**src/rtl/regfile_ctrl_pkg.sv**
```systemverilog
// Shared widths, opcode and state encodings for the register file op sequencer.
package regfile_ctrl_pkg;

  localparam int DATA_W = 16;
  localparam int ADDR_W = 4;

  typedef enum logic [2:0] {
    OP_ADD = 3'd0,
    OP_SUB = 3'd1,
    OP_AND = 3'd2,
    OP_OR  = 3'd3,
    OP_XOR = 3'd4,
    OP_LDI = 3'd5,
    OP_MOV = 3'd6,
    OP_CLR = 3'd7
  } op_t;

  typedef enum logic [2:0] {
    ST_IDLE  = 3'd0,
    ST_READ  = 3'd1,
    ST_EXEC  = 3'd2,
    ST_WRITE = 3'd3,
    ST_CLEAR = 3'd4
  } state_t;

endpackage

```
**src/rtl/regfile_alu.sv**
```systemverilog
// Combinational ALU: produces the write-back value and carry/borrow for one instruction.
module regfile_alu
  import regfile_ctrl_pkg::*;
#(
  parameter int DATA_W = regfile_ctrl_pkg::DATA_W
) (
  input  logic [2:0]        op,
  input  logic [DATA_W-1:0] op_a,
  input  logic [DATA_W-1:0] op_b,
  input  logic [DATA_W-1:0] imm,
  output logic [DATA_W-1:0] value,
  output logic              carry
);

  logic [DATA_W:0] sum;

  always_comb begin
    sum   = {1'b0, op_a} + {1'b0, op_b};
    value = '0;
    carry = 1'b0;
    case (op_t'(op))
      OP_ADD: begin
        value = sum[DATA_W-1:0];
        carry = sum[DATA_W];
      end
      OP_SUB: begin
        value = op_a - op_b;
        carry = (op_a < op_b);
      end
      OP_AND: value = op_a & op_b;
      OP_OR:  value = op_a | op_b;
      OP_XOR: value = op_a ^ op_b;
      OP_LDI: value = imm;
      OP_MOV: value = op_a;
      default: value = '0;
    endcase
  end

endmodule

```
**src/rtl/regfile_op_sequencer.sv**
```systemverilog
// Accepts one instruction at a time, reads operands, executes, and writes back to the
// 16-entry register file; CLR sweeps every register to zero over 16 cycles.
module regfile_op_sequencer
  import regfile_ctrl_pkg::*;
#(
  parameter int DATA_W = regfile_ctrl_pkg::DATA_W,
  parameter int ADDR_W = regfile_ctrl_pkg::ADDR_W
) (
  input  logic              clk,
  input  logic              RESET,
  // Handshake: an instruction transfers on a rising edge where instr_valid && instr_ready.
  input  logic              instr_valid,
  output logic              instr_ready,
  input  logic [2:0]        op,
  input  logic [ADDR_W-1:0] rd,
  input  logic [ADDR_W-1:0] rs,
  input  logic [ADDR_W-1:0] rt,
  input  logic [DATA_W-1:0] imm,
  output logic              rf_write_en,
  output logic [ADDR_W-1:0] rf_write_addr,
  output logic [DATA_W-1:0] rf_write_data,
  output logic [ADDR_W-1:0] rf_read_addr_A,
  output logic [ADDR_W-1:0] rf_read_addr_B,
  input  logic [DATA_W-1:0] rf_read_data_A,
  input  logic [DATA_W-1:0] rf_read_data_B,
  output logic              busy,
  output logic              done,
  output logic [DATA_W-1:0] result,
  output logic              zero_flag,
  output logic              carry_flag,
  output logic [2:0]        dbg_state
);

  localparam logic [ADDR_W-1:0] CNT_LAST = '1;
  localparam logic [ADDR_W-1:0] CNT_PRE  = CNT_LAST - 1'b1;

  state_t            state;
  logic [2:0]        op_q;
  logic [ADDR_W-1:0] rd_q;
  logic [DATA_W-1:0] imm_q;
  logic [DATA_W-1:0] op_a_q;
  logic [DATA_W-1:0] op_b_q;
  logic [DATA_W:0]   exec_q;
  logic [ADDR_W-1:0] cnt;
  logic              we_q;
  logic [DATA_W-1:0] alu_value;
  logic              alu_carry;

  regfile_alu #(.DATA_W(DATA_W)) u_alu (
    .op    (op_q),
    .op_a  (op_a_q),
    .op_b  (op_b_q),
    .imm   (imm_q),
    .value (alu_value),
    .carry (alu_carry)
  );

  // A reset cycle must never write the register file, even while a write is registered.
  assign rf_write_en = we_q & ~RESET;
  assign dbg_state   = state;

  always_ff @(posedge clk) begin
    if (RESET) begin
      state          <= ST_IDLE;
      instr_ready    <= 1'b1;
      busy           <= 1'b0;
      done           <= 1'b0;
      we_q           <= 1'b0;
      rf_write_addr  <= '0;
      rf_write_data  <= '0;
      rf_read_addr_A <= '0;
      rf_read_addr_B <= '0;
      result         <= '0;
      zero_flag      <= 1'b0;
      carry_flag     <= 1'b0;
      op_q           <= '0;
      rd_q           <= '0;
      imm_q          <= '0;
      op_a_q         <= '0;
      op_b_q         <= '0;
      exec_q         <= '0;
      cnt            <= '0;
    end else begin
      case (state)
        ST_IDLE: begin
          we_q <= 1'b0;
          done <= 1'b0;
          if (instr_valid && instr_ready) begin
            op_q        <= op;
            rd_q        <= rd;
            imm_q       <= imm;
            instr_ready <= 1'b0;
            busy        <= 1'b1;
            if (op == OP_CLR) begin
              state         <= ST_CLEAR;
              cnt           <= '0;
              we_q          <= 1'b1;
              rf_write_addr <= '0;
              rf_write_data <= '0;
            end else begin
              // Read addresses are registered here so they are stable for the whole READ cycle.
              state          <= ST_READ;
              rf_read_addr_A <= rs;
              rf_read_addr_B <= rt;
            end
          end
        end
        ST_READ: begin
          op_a_q <= rf_read_data_A;
          op_b_q <= rf_read_data_B;
          state  <= ST_EXEC;
        end
        ST_EXEC: begin
          exec_q        <= {alu_carry, alu_value};
          we_q          <= 1'b1;
          rf_write_addr <= rd_q;
          rf_write_data <= alu_value;
          done          <= 1'b1;
          state         <= ST_WRITE;
        end
        ST_WRITE: begin
          we_q        <= 1'b0;
          done        <= 1'b0;
          result      <= exec_q[DATA_W-1:0];
          zero_flag   <= (exec_q[DATA_W-1:0] == '0);
          carry_flag  <= exec_q[DATA_W];
          instr_ready <= 1'b1;
          busy        <= 1'b0;
          state       <= ST_IDLE;
        end
        ST_CLEAR: begin
          if (cnt == CNT_LAST) begin
            we_q        <= 1'b0;
            done        <= 1'b0;
            result      <= '0;
            zero_flag   <= 1'b1;
            carry_flag  <= 1'b0;
            instr_ready <= 1'b1;
            busy        <= 1'b0;
            state       <= ST_IDLE;
          end else begin
            cnt           <= cnt + 1'b1;
            rf_write_addr <= cnt + 1'b1;
            // done is raised for the cycle that carries the last register's write.
            done          <= (cnt == CNT_PRE);
          end
        end
        default: state <= ST_IDLE;
      endcase
    end
  end

endmodule
```
**config.mk**
```make
export PLATFORM = sky130hd
export DESIGN_NAME = regfile_op_sequencer
export DESIGN_NICKNAME = d
export VERILOG_FILES = /design/src/rtl/regfile_ctrl_pkg.sv /design/src/rtl/regfile_alu.sv /design/src/rtl/regfile_op_sequencer.sv
export SDC_FILE = /design/constraint.sdc
export NUM_CORES = 1
export LEC_CHECK = 0
export BUFFER_PORTS_ARGS = -buffer_cell sky130_fd_sc_hd__buf_2
export CAP_MARGIN = 20
export CORE_MARGIN = 2
export CORE_UTILIZATION = 45
export CTS_BUF_LIST = sky130_fd_sc_hd__clkbuf_4 sky130_fd_sc_hd__clkbuf_8
export DETAILED_ROUTE_END_ITERATION = 16
export GPL_TIMING_DRIVEN = 0
export PLACE_DENSITY = 0.78
export REMOVE_ABC_BUFFERS = 1
export SLEW_MARGIN = 20
export SYNTH_ARGS = -nofsm -noshare
export SYNTH_HDL_FRONTEND = slang
export SYNTH_SLANG_ARGS = --single-unit
```
**constraint.sdc**
```tcl
create_clock -name clk -period 2.76 [get_ports clk]
set_input_delay 0.552 -clock clk [delete_from_list [all_inputs] [get_ports clk]]
set_output_delay 0.552 -clock clk [all_outputs]
set_load 0.02 [all_outputs]
```
==> metrics.csv <==
stage,metric,value,unit
worst_setup_path,WP data required,3.11,ns
synthesis,mean post-synth cell area,7.65,um2
layout,Non-Filler Instances,1296,
placed_design,RePlAce Congestion,0.942,
worst_setup_path,origin of the worst setup path,op_a_q[5]$_SDFFE_PP0P_,
timing,Tcrit/Tclk final,97.7,%
die,FP Rows,47,
route,via count,7157,
clock_network,clock edge transition at the registers on the reported setup and hold paths,0.08,ns
clock_network,clk_lat worst skew,0.46,ns
route,ANT nets after route,0,
clock_network,TritonCTS buffer count,17,
die,I/O Pins,119,
timing,final setup margin,0.0633,ns
job,max_cap viols,0,
route,Routed WL,21.0,mm
synthesis,sequential element share of the synthesized area,34.5,%
power_and_ir_drop,total power,5440,uW
timing,Max transition margin,20.8,%
grt,global-route usage over all layers,23.5,%
worst_setup_path,"Slowest-stage cell, CP",a221o_1,
timing,final number of hold-violating endpoints,0,
synthesis,"Cell Area, Synth",7480,um2
grt,met2 usage in global routing,36.0,%
die,Initial Util,45.6,%
worst_setup_path,Crit. End Element,flip-flop,
layout,Final nets,1184,
hold_path,Worst Hold Class,input port to flip-flop,
grt,vias in the first global route,6565,
synthesis,Synth Flop Type,dfxtp_1,
timing,Worst Tran Pin Value,1.18,ns
placed_design,# port buffers,118,
timing,fmax,371,MHz
grt,met1 usage,32.7,%
grt,maximum number of pins on one net before global-route repair,74,
synthesis,post-synthesis compound-gate area fraction,22.4,%
placed_design,hpwl dp,14.9,mm
hold_path,Hold Startpoint,rf_read_data_A[6],
timing,max-slew violation count,0,
synthesis,Synth cell types,71,
worst_setup_path,"Cell Chain, Critical Path",inv_1 -> ha_4 -> or2_4 -> or3_4 -> o221ai_4 -> nand4_1 -> mux2_4 -> a221o_1 -> a21o_1,
layout,Filler cells,1548,
power_and_ir_drop,LEAKAGE,0.00358,uW
worst_setup_path,worst-path maximum fanout,7,
placed_design,pre-CTS setup slack,-0.372,ns
clock_network,"Hold-fix buffers, CTS",0,
timing,Final min period,2.70,ns
power_and_ir_drop,Worst VDD drop,324,uV
route,1st-iter DRT viols,659,
synthesis,largest family of logic cells by synthesized area,compound AO/OA/AOI/OAI gates,
synthesis,Synthesis Warnings,0,
synthesis,Cells after Synth,979,
route,drt first pass iters,5,
worst_setup_path,CP startpoint kind,flip-flop,
clock_network,H-tree depth,4,
clock_network,Sinks on Clock Net,129,
clock_network,CTS tree,done,
timing,Setup Viol. Count Final,0,
route,DRC,0,
die,Die Ht,133,um
run_status,status,completed,
synthesis,number of synthesized register bits,129,
synthesis,mux share of post-synthesis cell area,3.56,%
worst_setup_path,"slowest stage delay, CP",0.41,ns
placed_design,Cells after DPL,1258,
die,Die ar.,17700,um2
die,Core Region,16400,um2
synthesis,Synth Area in Simple Gates,21.4,%
layout,synthesis-to-finish area growth,18.2,%
layout,n_diodes,0,
timing,Final Skew,0.0109,ns
grt,initial antenna violation count,0,
grt,remaining global-route overflow,0,
synthesis,Adder-Cell Fraction of Synth Area,9.39,%
clock_network,CTS root buffer,clkbuf_8,
grt,GR Layer Usage met3,4.90,%
route,DR WL/cell,16.2,um
synthesis,share of flip-flops with an asynchronous set or reset,0,%
grt,first-pass GRT wire length,33.7,mm
route,Via density,5.52,
synthesis,Post-synth EDFFs,0,
worst_setup_path,CP Class,flip-flop to flip-flop,
power_and_ir_drop,PwrDens,615,nW/um2
clock_network,clock buffer depth,2,
timing,Setup TNS,0,ns
grt,GR peak layer,met2,
worst_setup_path,r2r startpoint,op_a_q[5]$_SDFFE_PP0P_,
die,Die Span X,133,um
worst_setup_path,crit path DAT,3.05,ns
synthesis,XOR/XNOR share of the synthesized area,1.64,%
layout,share of layout cells above drive strength 1,21.5,%
## metrics by stage
step	utilization [%]	hold WS, ns	instance area (um2)
2_1_floorplan	-	0.427	7160
3_3_place_gp	48.9	0.428	8020
3_5_place_dp	49.7	0.439	8150
4_1_cts	52.8	0.306	8670
5_1_grt	53.9	0.315	8840
6_report	53.9	0.322	8840
## cells in the final DEF, fill, tap and decap left out, drive strengths merged, types with 4 or more instances in the layout
master,synthesis,final
nor2b,8,8
clkinvlp,0,4
and2,4,4
nand3,18,18
or3,5,5
mux2i,12,12
xnor2,12,12
and3,5,5
inv,53,55
o22ai,7,7
o211ai,9,9
ha,53,53
a31oi,6,6
or2,7,7
o21ai,33,33
o31ai,4,4
nand4,5,5
nor3,16,16
clkbuf,55,21
a21oi,125,125
a22oi,23,23
nand2,191,191
a221oi,9,9
nor2,87,87
o21a,6,6
buf,9,130
dfxtp,129,129
nand2b,6,6
a211oi,11,11
nor4,8,8
a221o,7,7
a21o,9,9
mux2,9,9
## final timing paths
kind	endpoint	slack (ns)	cells after the start
worst max-delay path	exec_q[11]$_SDFFE_PP0P_	0.06	9
worst min-delay path	op_a_q[6]$_SDFFE_PP0P_	0.32	3
worst max register to register	exec_q[11]$_SDFFE_PP0P_	0.06	9
worst min register to register	rf_write_data[6]$_SDFFE_PP0P_	0.45	2
## timing repair
| action | CTS | global route |
|---|---|---|
| gates resized for setup | 15 | 36 |
| setup endpoints to repair | 15 | 32 |
| pin swaps | 2 | 7 |
| buffers inserted | 3 | 3 |
## cell type report
type / count / area [um2] / share of cell area, %
multi-input combinational: 731 / 4590 / 51.9
sequential: 129 / 2600 / 29.4
timing repair buffer: 130 / 743 / 8.40
clock buffer: 21 / 283 / 3.20
tap: 220 / 275 / 3.11
inverter: 54 / 203 / 2.29
clock inverter: 11 / 151 / 1.71
## worst max-delay path: cells and delay by family, from the launching register on
kind                     cells  cell delay (ns)
AO/OA/AOI/OAI                3             0.79
AND/OR/NAND/NOR              3             0.76
flip-flops                   1             0.37
multiplexers                 1             0.32
adder cells (fa/ha/maj)      1             0.28
buffers and inverters        1             0.08
## synthesized netlist by cell type (3+ instances only)
cell,instances,area share (%)
nand2b_1,6,0.50
a22oi_1,23,2.3
o211ai_1,9,0.90
mux2_2,8,1.2
inv_1,51,2.6
a211oi_1,11,1.1
nand3_1,18,1.2
nor4_1,8,0.67
a21oi_1,124,8.3
clkbuf_1,49,2.5
o21a_1,6,0.60
a31oi_1,6,0.50
clkbuf_8,5,0.92
a221oi_1,9,1.1
xnor2_1,12,1.4
o31ai_1,4,0.40
nand4_1,5,0.42
o21ai_0,29,1.9
buf_1,5,0.25
dfxtp_1,129,35
a21o_1,8,0.80
nand2_1,191,9.6
o21ai_1,4,0.27
ha_1,53,8.9
or3_1,5,0.42
and2_1,4,0.33
mux2i_1,12,1.6
o22ai_1,7,0.59
or2_2,5,0.42
nor2_1,87,4.4
buf_6,3,0.45
and3_1,5,0.42
a221o_1,7,0.94
nor3_1,16,1.1
nor2b_1,8,0.67
## per-layer routing
metal	share of wire, %	vias to the layer above
met1	46	3286
met4	2.0	0
li1	-	3558
met2	45	280
met5	0	-
met3	7.0	33
## logic make-up after synthesis
kind of cell	after synthesis
AND/OR/NAND/NOR	370
buffers and inverters	119
XOR/XNOR	14
AO/OA/AOI/OAI	269
multiplexers	23
adder cells (fa/ha/maj)	55
flip-flops	129
## state kept, by name, indices dropped and copies added (netlist names), 3 cells and up
register / count
imm_q: 16
rf_write_data: 16
dbg_state: 3
op_b_q: 16
rf_read_addr_A: 4
op_a_q: 16
result: 16
rf_write_addr: 4
exec_q: 17
rd_q: 4
rf_read_addr_B: 4
op_q: 3
cnt: 4
## power breakdown
| group | internal (uW) | switching [uW] |
|---|---|---|
| clock network | 981 | 807 |
| logic | 616 | 896 |
| registers | 2000 | 148 |
| total | 3590 | 1850 |
Note: power is estimated with default switching activity, not from simulation.
